## src/rtl/muldiv_seq_unit.sv

```systemverilog
// Multi-cycle 8-bit unsigned multiply/divide unit writing its two result bytes back through a register-file write port.
// Optional feature macro: MULDIV_EARLY_OUT_EN (skips CALC for zero multiplies and divide-by-zero).
module muldiv_seq_unit #(
    parameter int DATA_W = 8,
    parameter int ADDR_W = 4
) (
    input  logic              clk,
    input  logic              rst,
    input  logic              start,
    input  logic              op,
    input  logic [ADDR_W-1:0] dest,
    input  logic [DATA_W-1:0] op_a,
    input  logic [DATA_W-1:0] op_b,
    output logic              busy,
    output logic              done,
    output logic              dbz,
    output logic [ADDR_W-1:0] wa,
    output logic [DATA_W-1:0] wd,
    output logic              we
);

    localparam int CNT_W = (DATA_W > 1) ? $clog2(DATA_W) : 1;

    typedef enum logic [1:0] {IDLE, CALC, WB_LO, WB_HI} state_t;

    state_t              state, next_state;
    logic [CNT_W-1:0]    cnt, cnt_next;
    logic                op_r, op_next;
    logic [ADDR_W-1:0]   dest_r, dest_next;
    logic [DATA_W-1:0]   m_r, m_next;
    logic [DATA_W-1:0]   hi, hi_next;
    logic [DATA_W-1:0]   lo, lo_next;
    logic                dbz_next;
    logic [DATA_W:0]     sum;
    logic [DATA_W:0]     shifted;

    always_ff @(posedge clk or posedge rst) begin
        if (rst) begin
            state <= IDLE;
        end else begin
            state <= next_state;
        end
    end

    // hi:lo is the product for MUL and remainder:quotient for DIV, so write-back is identical for both ops.
    always_comb begin
        next_state = state;
        cnt_next   = cnt;
        op_next    = op_r;
        dest_next  = dest_r;
        m_next     = m_r;
        hi_next    = hi;
        lo_next    = lo;
        dbz_next   = dbz;
        sum        = '0;
        shifted    = '0;
        case (state)
            IDLE: begin
                if (start) begin
                    next_state = CALC;
                    cnt_next   = '0;
                    op_next    = op;
                    dest_next  = dest;
                    dbz_next   = op && (op_b == '0);
                    hi_next    = '0;
                    if (op) begin
                        m_next  = op_b;
                        lo_next = op_a;
                    end else begin
                        m_next  = op_a;
                        lo_next = op_b;
                    end
`ifdef MULDIV_EARLY_OUT_EN
                    if (!op && ((op_a == '0) || (op_b == '0))) begin
                        next_state = WB_LO;
                        lo_next    = '0;
                    end else if (op && (op_b == '0)) begin
                        next_state = WB_LO;
                        hi_next    = op_a;
                        lo_next    = '1;
                    end
`endif
                end
            end
            CALC: begin
                cnt_next = cnt + CNT_W'(1);
                if (cnt == CNT_W'(DATA_W - 1)) begin
                    next_state = WB_LO;
                end
                if (!op_r) begin
                    sum                = {1'b0, hi} + {1'b0, (lo[0] ? m_r : '0)};
                    {hi_next, lo_next} = {sum, lo[DATA_W-1:1]};
                end else begin
                    // Restoring step: a divisor of zero always "fits", giving Q=all ones and R=dividend.
                    shifted = {hi, lo[DATA_W-1]};
                    if (shifted >= {1'b0, m_r}) begin
                        hi_next = shifted[DATA_W-1:0] - m_r;
                        lo_next = {lo[DATA_W-2:0], 1'b1};
                    end else begin
                        hi_next = shifted[DATA_W-1:0];
                        lo_next = {lo[DATA_W-2:0], 1'b0};
                    end
                end
            end
            WB_LO:   next_state = WB_HI;
            WB_HI:   next_state = IDLE;
            default: next_state = IDLE;
        endcase
    end

    // Outputs are decoded from the next state so they appear registered in the matching state's cycle.
    always_ff @(posedge clk or posedge rst) begin
        if (rst) begin
            cnt    <= '0;
            op_r   <= 1'b0;
            dest_r <= '0;
            m_r    <= '0;
            hi     <= '0;
            lo     <= '0;
            dbz    <= 1'b0;
            busy   <= 1'b0;
            done   <= 1'b0;
            we     <= 1'b0;
            wa     <= '0;
            wd     <= '0;
        end else begin
            cnt    <= cnt_next;
            op_r   <= op_next;
            dest_r <= dest_next;
            m_r    <= m_next;
            hi     <= hi_next;
            lo     <= lo_next;
            dbz    <= dbz_next;
            busy   <= (next_state != IDLE);
            done   <= (next_state == WB_HI);
            we     <= (next_state == WB_LO) || (next_state == WB_HI);
            if (next_state == WB_LO) begin
                wa <= dest_next;
                wd <= lo_next;
            end else if (next_state == WB_HI) begin
                wa <= dest_next + ADDR_W'(1);
                wd <= hi_next;
            end else begin
                wa <= '0;
                wd <= '0;
            end
        end
    end

endmodule

```

## config.mk

```make
export PLATFORM = sky130hd
export DESIGN_NAME = muldiv_seq_unit
export DESIGN_NICKNAME = d
export VERILOG_FILES = /design/src/rtl/muldiv_seq_unit.sv
export SDC_FILE = /design/constraint.sdc
export NUM_CORES = 1
export LEC_CHECK = 0
export ABC_CLOCK_PERIOD_IN_PS = 2420
export CAP_MARGIN = 0
export CORE_ASPECT_RATIO = 1.5
export CORE_MARGIN = 2
export CORE_UTILIZATION = 50
export DETAILED_ROUTE_END_ITERATION = 10
export HOLD_SLACK_MARGIN = 0.05
export PLACE_DENSITY_LB_ADDON = 0.05
export RECOVER_POWER = 25
export SYNTH_ARGS = -nofsm -noshare
export SYNTH_HDL_FRONTEND = slang
export SYNTH_SLANG_ARGS = --single-unit
```

## constraint.sdc

```tcl
create_clock -name clk -period 2.42 [get_ports clk]
set_input_delay 0.242 -clock clk [delete_from_list [all_inputs] [get_ports clk]]
set_output_delay 0.242 -clock clk [all_outputs]
set_load 0.005 [all_outputs]
```

---- Word-level counts from Yosys, hierarchy flattened ----
Index checks and enable logic that the tools add are counted.
word-level totals
  register bits ........................... 50
  output and inout port bits .............. 16
  logic and storage cells ................. 55
cells by class
  reductions and logical operators ........ 8
  magnitude comparators ................... 1
  mux-type cells .......................... 22
  equality and inequality tests ........... 7
  add/sub/neg operators ................... 4
operators with widths
  cell                                                              number
  8-bit 2-to-1 mux                                                  10
  8-bit case mux with 2 select lines                                2
  4-bit 2-to-1 mux                                                  4
  8-bit by 8-bit adder with 9-bit output                            1
  9-bit by 8-bit greater-or-equal comparator with 1-bit output      1
  2-bit == test (second input constant)                             4
  8-bit zero test                                                   1
  2-bit case mux with 4 select lines                                1
  8-bit subtractor                                                  1
  3-bit case mux with 2 select lines                                1
  4-bit by 1-bit adder with 4-bit output (second input constant)    1
  2-bit 2-to-1 mux                                                  2
  2-bit AND reduction                                               2
  2-bit nonzero test                                                2
  3-bit by 1-bit adder with 3-bit output (second input constant)    1
  3-bit == test (second input constant)                             1
  3-bit 2-to-1 mux                                                  1
  2-bit by 1-bit == test with 1-bit output (second input constant)  1
  2-bit zero test                                                   1
  2-bit inequality test (second input constant)                     1
  1-bit logical AND                                                 1
  1-bit logical OR                                                  1
  1-bit 2-to-1 mux                                                  1

---- Longest topological paths before layout ----
Gate-level depths: netlist of the first run.
  depth in word-level cells ............... 6
  gate-level depth with buffers ........... 11

---- Least setup slack after synthesis of the first run ----
Ideal clock, no wire load.
  path type ............................... reg2reg
  start point ............................. register lo[0]
  end point ............................... register hi[7]
  buffers on the path ..................... 1
  setup slack ............................. 0.128 ns
  cell stages (with the launch flop) ...... 12
  period minus slack after synthesis ...... 2.292 ns
  data required time ...................... 2.287 ns
  arrival ................................. 2.159 ns
  path through ............................ dfrtp_1 clkbuf_1 and2_1 ha_1 inv_1 fa_1 nor2b_1 o31a_1 o311a_1 or3_1 o211ai_1 o211ai_1
between the ends
  word-level cells in the longest chain between the ends .. 4
ends and longest elaborated chain
  what                                    RTL line  text
  from (decl)                             32        logic [DATA_W-1:0] lo, lo_next;
  from (signal assigned)                  132       lo <= lo_next;
  8-bit 2-to-1 mux                        91        sum = {1'b0, hi} + {1'b0, (lo[0] ? m_r : '0)};
  8-bit by 8-bit adder with 9-bit output  91
  8-bit 2-to-1 mux                        90        if (!op_r) begin
  8-bit case mux with 2 select lines      57        case (state)
  net hi_next[7]                          31        logic [DATA_W-1:0] hi, hi_next;
  to (signal assigned)                    131       hi <= hi_next;
  to (decl)                               31
The timed path passes the listed nets, and every way through them passes these cells.
A chain may end at the register's enable or synchronous reset.

---- Worst setup path after layout of the first run ----
Same ends and word-level chain as after synthesis.

==> results of run 1 <==
[area by class of cell]
cell class                 count  area, um2  area share
clock buffer                   5       68.8      0.0179
inverter                      19       71.3      0.0185
multi-input combinational    237       1790       0.464
sequential                    50       1250       0.325
timing repair buffer          58        536       0.139
clock inverter                 3       45.0      0.0117
tap                           74       92.6      0.0240
[per-stage QoR]
step	utilization	cell area, um2	std cells	total power, uW
final	0.628	3850	446	5290
after global routing	0.628	3850	446	5760
after CTS	0.624	3830	445	5200
after detailed placement	0.606	3710	437	4580
after global placement	0.606	3710	437	4520
after floorplan	-	3170	322	3670
[power by group through the flow]
stage	sequential [uW]	clock (uW)	combinational [uW]
after floorplan	1370	0	2290
after global placement	1490	0	3030
after detailed placement	1510	0	3070
after CTS	1490	608	3100
after global routing	1540	643	3580
final	1490	595	3210
[registers in the layout (all words and copies together) (netlist names), 2 cells and up]
signal and flops:
cnt 3, dest_r 4, hi 8, wd 8, m_r 8, lo 8, state 2, wa 4
[per-layer routing]
metal / global-route usage / vias to the layer above / part of all wire
met3: 0.0328 / 21 / 0.025
li1: - / 1263 / -
met1: 0.275 / 1254 / 0.40
met5: 0 / - / 0
met2: 0.448 / 52 / 0.54
met4: 0.125 / 0 / 0.039
[cell families after synthesis]
group	Yosys count	share of synthesized area
XOR/XNOR	8	0.0221
multiplexers	33	0.110
adder cells (fa/ha/maj)	21	0.0876
AND/OR/NAND/NOR	68	0.111
buffers and inverters	35	0.0509
flip-flops	50	0.394
AO/OA/AOI/OAI	107	0.223
[Yosys cell counts, types with 2 or more instances]
library cell / count / area [um2]
dfrtp_1: 50 / 1250
o21ai_0: 27 / 135
a21oi_1: 26 / 130
ha_1: 19 / 238
inv_1: 19 / 71.3
mux2i_1: 17 / 170
mux2_2: 16 / 180
nor2_1: 16 / 60.1
nand2_1: 15 / 56.3
a22oi_1: 12 / 90.1
a22o_1: 9 / 78.8
and2_1: 8 / 50.1
nor2b_1: 8 / 50.1
clkbuf_1: 7 / 26.3
nand2b_1: 7 / 43.8
xnor2_1: 7 / 61.3
buf_2: 5 / 25.0
a21o_1: 4 / 30.0
nor3_1: 4 / 20.0
o211ai_1: 4 / 30.0
o21a_1: 4 / 30.0
a211oi_1: 3 / 22.5
o21bai_1: 3 / 22.5
buf_6: 2 / 22.5
fa_1: 2 / 40.0
o31a_1: 2 / 17.5
or4_1: 2 / 15.0
[worst max-delay path by stage]
stage	endpoint	slack, ps	from
final	hi[7]	70	lo[0]
after floorplan	hi[7]	130	lo[0]
after CTS	hi[7]	30	lo[0]
after global routing	hi[0]	7	m_r[3]
after detailed placement	hi[7]	40	lo[0]
after global placement	hi[6]	100	lo[0]
[critical path, stage by stage, from the launching register on]
cell	delay, ps
dfrtp_2	440
and2_1	140
ha_1	210
inv_1	80
fa_2	230
nor2b_2	50
o31a_1	260
o311a_1	310
or3_1	310
o211ai_1	90
o211ai_1	110
[repair_timing]
action                                  CTS  global route
hold buffers                              0             0
endpoints found under the setup margin    0             4
resized for setup                         0             7
setup buffers                             0             1
==> impl_metrics.ini, run 1 <==
[status]
status = complete, no violations

[hold_path]
min_path_cells = 1
min_to = wa[0]
min_path_type = reg -> reg
hp-start = dest_r[0]

[sta]
setup_viol = 0
timing.final.crit_share = 0.971
fin_hold_ws_ps = 494
slew_headroom = 0.189
clock_skew_ps = 9.53
tightest_slew_ps = 1220
rsz0062_at_grt = no
layout_setup_ws_ps = 69.9
finalCriticalPeriod_ps = 2350
tns_ps = 0
fmax_ghz = 0.426
drv_slew = 0
hold_violations = 0

[drt]
antenna_left = 0
wl_um = 7970
vias_per_cell = 5.81
num_vias = 2590
wire_per_inst_um = 17.9
dr.pass1.iters = 4
drt_iter0_markers = 146
remaining_drc_errors = 0

[worst_setup_path]
crit_fanout = 6
cp.required_ps = 2610
critPathKind = reg -> reg
reg2reg_from = lo[0]
worstSetupEndpointType = register
r2r_slack_ps = 70
reg2reg_to = hi[7]
start_kind = register
r2r.worst_path.cells = 10
worstPathArrival_ps = 2540

[yosys]
ys.flop_type = dfrtp_1
ys_warn_count = 0
synth_edf_count = 0
yosysSeqAreaShare = 0.394
ys_types = 51
synth_cells = 322
syn_nets = 367
synthArstFlopShare = 1.00
synth_area_um2 = 3170
avgSynthCellArea_um2 = 9.85
synth-seq-cells = 50

[flow_run]
maxCapViolCount = 0

[placed_design]
dp_hpwl_um = 6180
io_buffers = 39
preCtsSetupSlack_ps = 42.6
globalplace.congestion = 0.879

[grt]
grt_pass1_vias = 2809
track_usage = 0.244
grt_overflow = 0
grt_pass1_wl_um = 13400
grt_max_degree = 51
grt_antenna_before_repair = 0

[finish]
fillers = 517
mostFrequentLayoutCell = dfrtp_1
area_delta_synth_final_pct = 21.5
layout-drive-gt1-share = 0.142
diodes = 0
nets = 416
layout_common_cells = dfrtp_1 (49), clkdlybuf4s50_1 (38), o21ai_0 (27)

[die]
io-pin-count = 40
core_um2 = 6130
die-area_um2 = 7010
rows = 35
fp.dieH_um = 102
dieWidth_um = 69.0
start_util = 0.517

[clocking]
cts_buffers = 5
cts.sinks = 50
path_clk_slew_ps = 100
worstSkewPairLatency_ps = 310
htreeDepth = 2
clock-root-buffer = clkbuf_8
clock_path_buffers = 2
cts_tree = yes

[pwr]
leakage_uw = 0.00177
combPwrFrac = 0.606
p_per_area_nw_per_um2 = 1370
ir_drop_mv = 0.717
switching_power_uw = 2260
clockPowerShare = 0.113
power.share.sequential = 0.281
sw_frac_of_total = 0.428
p_int_uw = 3020
(Power assumes the default switching activity.)
==> run 2, diff against run 1 <==
==> constraint.sdc (replaced) <==
create_clock -name clk -period 2.42 [get_ports clk]
set_input_delay 0.242 -clock clk [delete_from_list [all_inputs] [get_ports clk]]
set_output_delay 0.242 -clock clk [all_outputs]
set_load 0.02 [all_outputs]
==> results of run 2 <==
The final DEF is identical to that of run 1. Status: complete, no violations.
Main changes from that run: total power 5290 uW -> 5340 uW
==> run 3, diff against run 2 <==
- REMOVE_ABC_BUFFERS: default -> 1
==> run 3 against run 2 <==
Compared with the run above: flip-flop and latch count is the same; first-iteration DRC count increased by 16%; global-route usage shrank 0.41 points; critical path type unchanged.
==> impl_metrics.ini, run 3 (same netlist as run 1, synthesis figures left out) <==
[grt]
track_usage = 0.240
grt_max_degree = 37
grt_antenna_before_repair = 0
grt_pass1_vias = 2623
grt_overflow = 0
grt_pass1_wl_um = 13100

[finish]
nets = 420
mostFrequentLayoutCell = dfrtp_1
layout_common_cells = dfrtp_1 (49), clkdlybuf4s50_1 (38), o21ai_0 (27)
layout-drive-gt1-share = 0.168
fillers = 531
final_cells = 450
diodes = 0
design_area_um2 = 3910
area_delta_synth_final_pct = 23.2

[clocking]
clock_path_buffers = 2
cts_buffers = 5
path_clk_slew_ps = 100
cts_tree = yes
htreeDepth = 2
holdBufCountCts = 0
clock-root-buffer = clkbuf_8
worstSkewPairLatency_ps = 310
cts.sinks = 50

[die]
io-pin-count = 40
start_util = 0.517
rows = 35
die-area_um2 = 7010
fp.dieH_um = 102
dieWidth_um = 69.0
core_um2 = 6130

[pwr]
p_per_area_nw_per_um2 = 1380
ir_drop_mv = 0.663
leakage_uw = 0.00179

[drt]
vias_per_cell = 5.79
antenna_left = 0
drt_iter0_markers = 170
wl_um = 8120
num_vias = 2606
dr.pass1.iters = 4
remaining_drc_errors = 0
wire_per_inst_um = 18.0

[worst_setup_path]
cpPeakStageDelay_ps = 410
critPathKind = reg -> reg
path_common_cell = o211ai_1
slowest_stage = dfrtp_1
worstPathArrival_ps = 2540
crit_fanout = 3
path_cells = and2_4 -> ha_4 -> inv_4 -> fa_2 -> nor2b_2 -> o31a_1 -> o311a_1 -> or3_1 -> o211ai_1 -> o211ai_1
start_kind = register
cp.required_ps = 2600
worstSetupEndpointType = register

[sta]
tightest_slew_ps = 1330
rsz0062_at_grt = yes
finalCriticalPeriod_ps = 2350
setup_viol = 0
hold_violations = 0
fmax_ghz = 0.425
clock_skew_ps = 6.66
drv_slew = 0
slew_headroom = 0.110
layout_setup_ws_ps = 66.3
timing.final.crit_share = 0.973

[flow_run]
maxCapViolCount = 0

[status]
status = complete, no violations

[placed_design]
dpl.cell_count = 440
globalplace.congestion = 0.889
dpl_cell_area_um2 = 3720
dp_hpwl_um = 6180
io_buffers = 39
preCtsSetupSlack_ps = -33.6

[hold_path]
min_path_type = reg -> reg
==> run 3: final timing paths <==
check / start / end / slack [ps] / depth (start not counted)
max: m_r[0] / hi[7] / 70 / 10
min: dest_r[0] / wa[0] / 500 / 1
max reg2reg: m_r[0] / hi[7] / 70 / 10
min reg2reg: dest_r[0] / wa[0] / 500 / 1
max in group asynchronous: rst / hi[0] / 820 / 3
min in group asynchronous: rst / lo[2] / 740 / 2
==> run 3: cell type report <==
| cell class | count | area, um2 | area share |
|---|---|---|---|
| repair buffers | 62 | 563 | 0.144 |
| flip-flops and latches | 50 | 1250 | 0.321 |
| multi-input cells | 237 | 1820 | 0.465 |
| clock inverters | 3 | 40.0 | 0.0102 |
| well taps | 74 | 92.6 | 0.0237 |
| inverters | 19 | 73.8 | 0.0189 |
| clock buffers | 5 | 68.8 | 0.0176 |
==> run 3: metrics by stage <==
step / TNS, ps / hold WS (ps) / util / total power [uW]
after global placement: -23.7 / 477 / 0.607 / 4580
after detailed placement: -33.6 / 484 / 0.607 / 4630
after global routing: -50.9 / 517 / 0.637 / 5850
after CTS: 0 / 405 / 0.625 / 5250
final: 0 / 497 / 0.637 / 5400
after floorplan: 0 / 386 / - / 3640
==> run 3: power by group <==
part	switching, uW	internal, uW
clock	288	305
combinational	1720	1600
sequential	312	1160
==> run 3: repair_timing <==
action,4_1_cts,5_1_grt
cloned,0,0
endpoints found under the setup margin,1,3
gates resized for setup,1,12
pin swaps,0,6
buffers inserted,0,2
hold endpoints to repair,0,0
==> run 3: layer usage <==
metal	share of wire	GRT usage	vias up
met5	0	0	-
met4	0.020	0.0754	0
met3	0.038	0.0259	12
met2	0.55	0.472	55
met1	0.39	0.268	1266
li1	-	-	1273
==> run 3: worst max-delay path, delay by kind of cell, from the launching register on <==
family	cells	cell delay (ps)
AOI/OAI and AO/OA	4	850
and+or+nand+nor	3	540
DFF	1	410
adders and majority gates	2	380
buffers and inverters	1	50
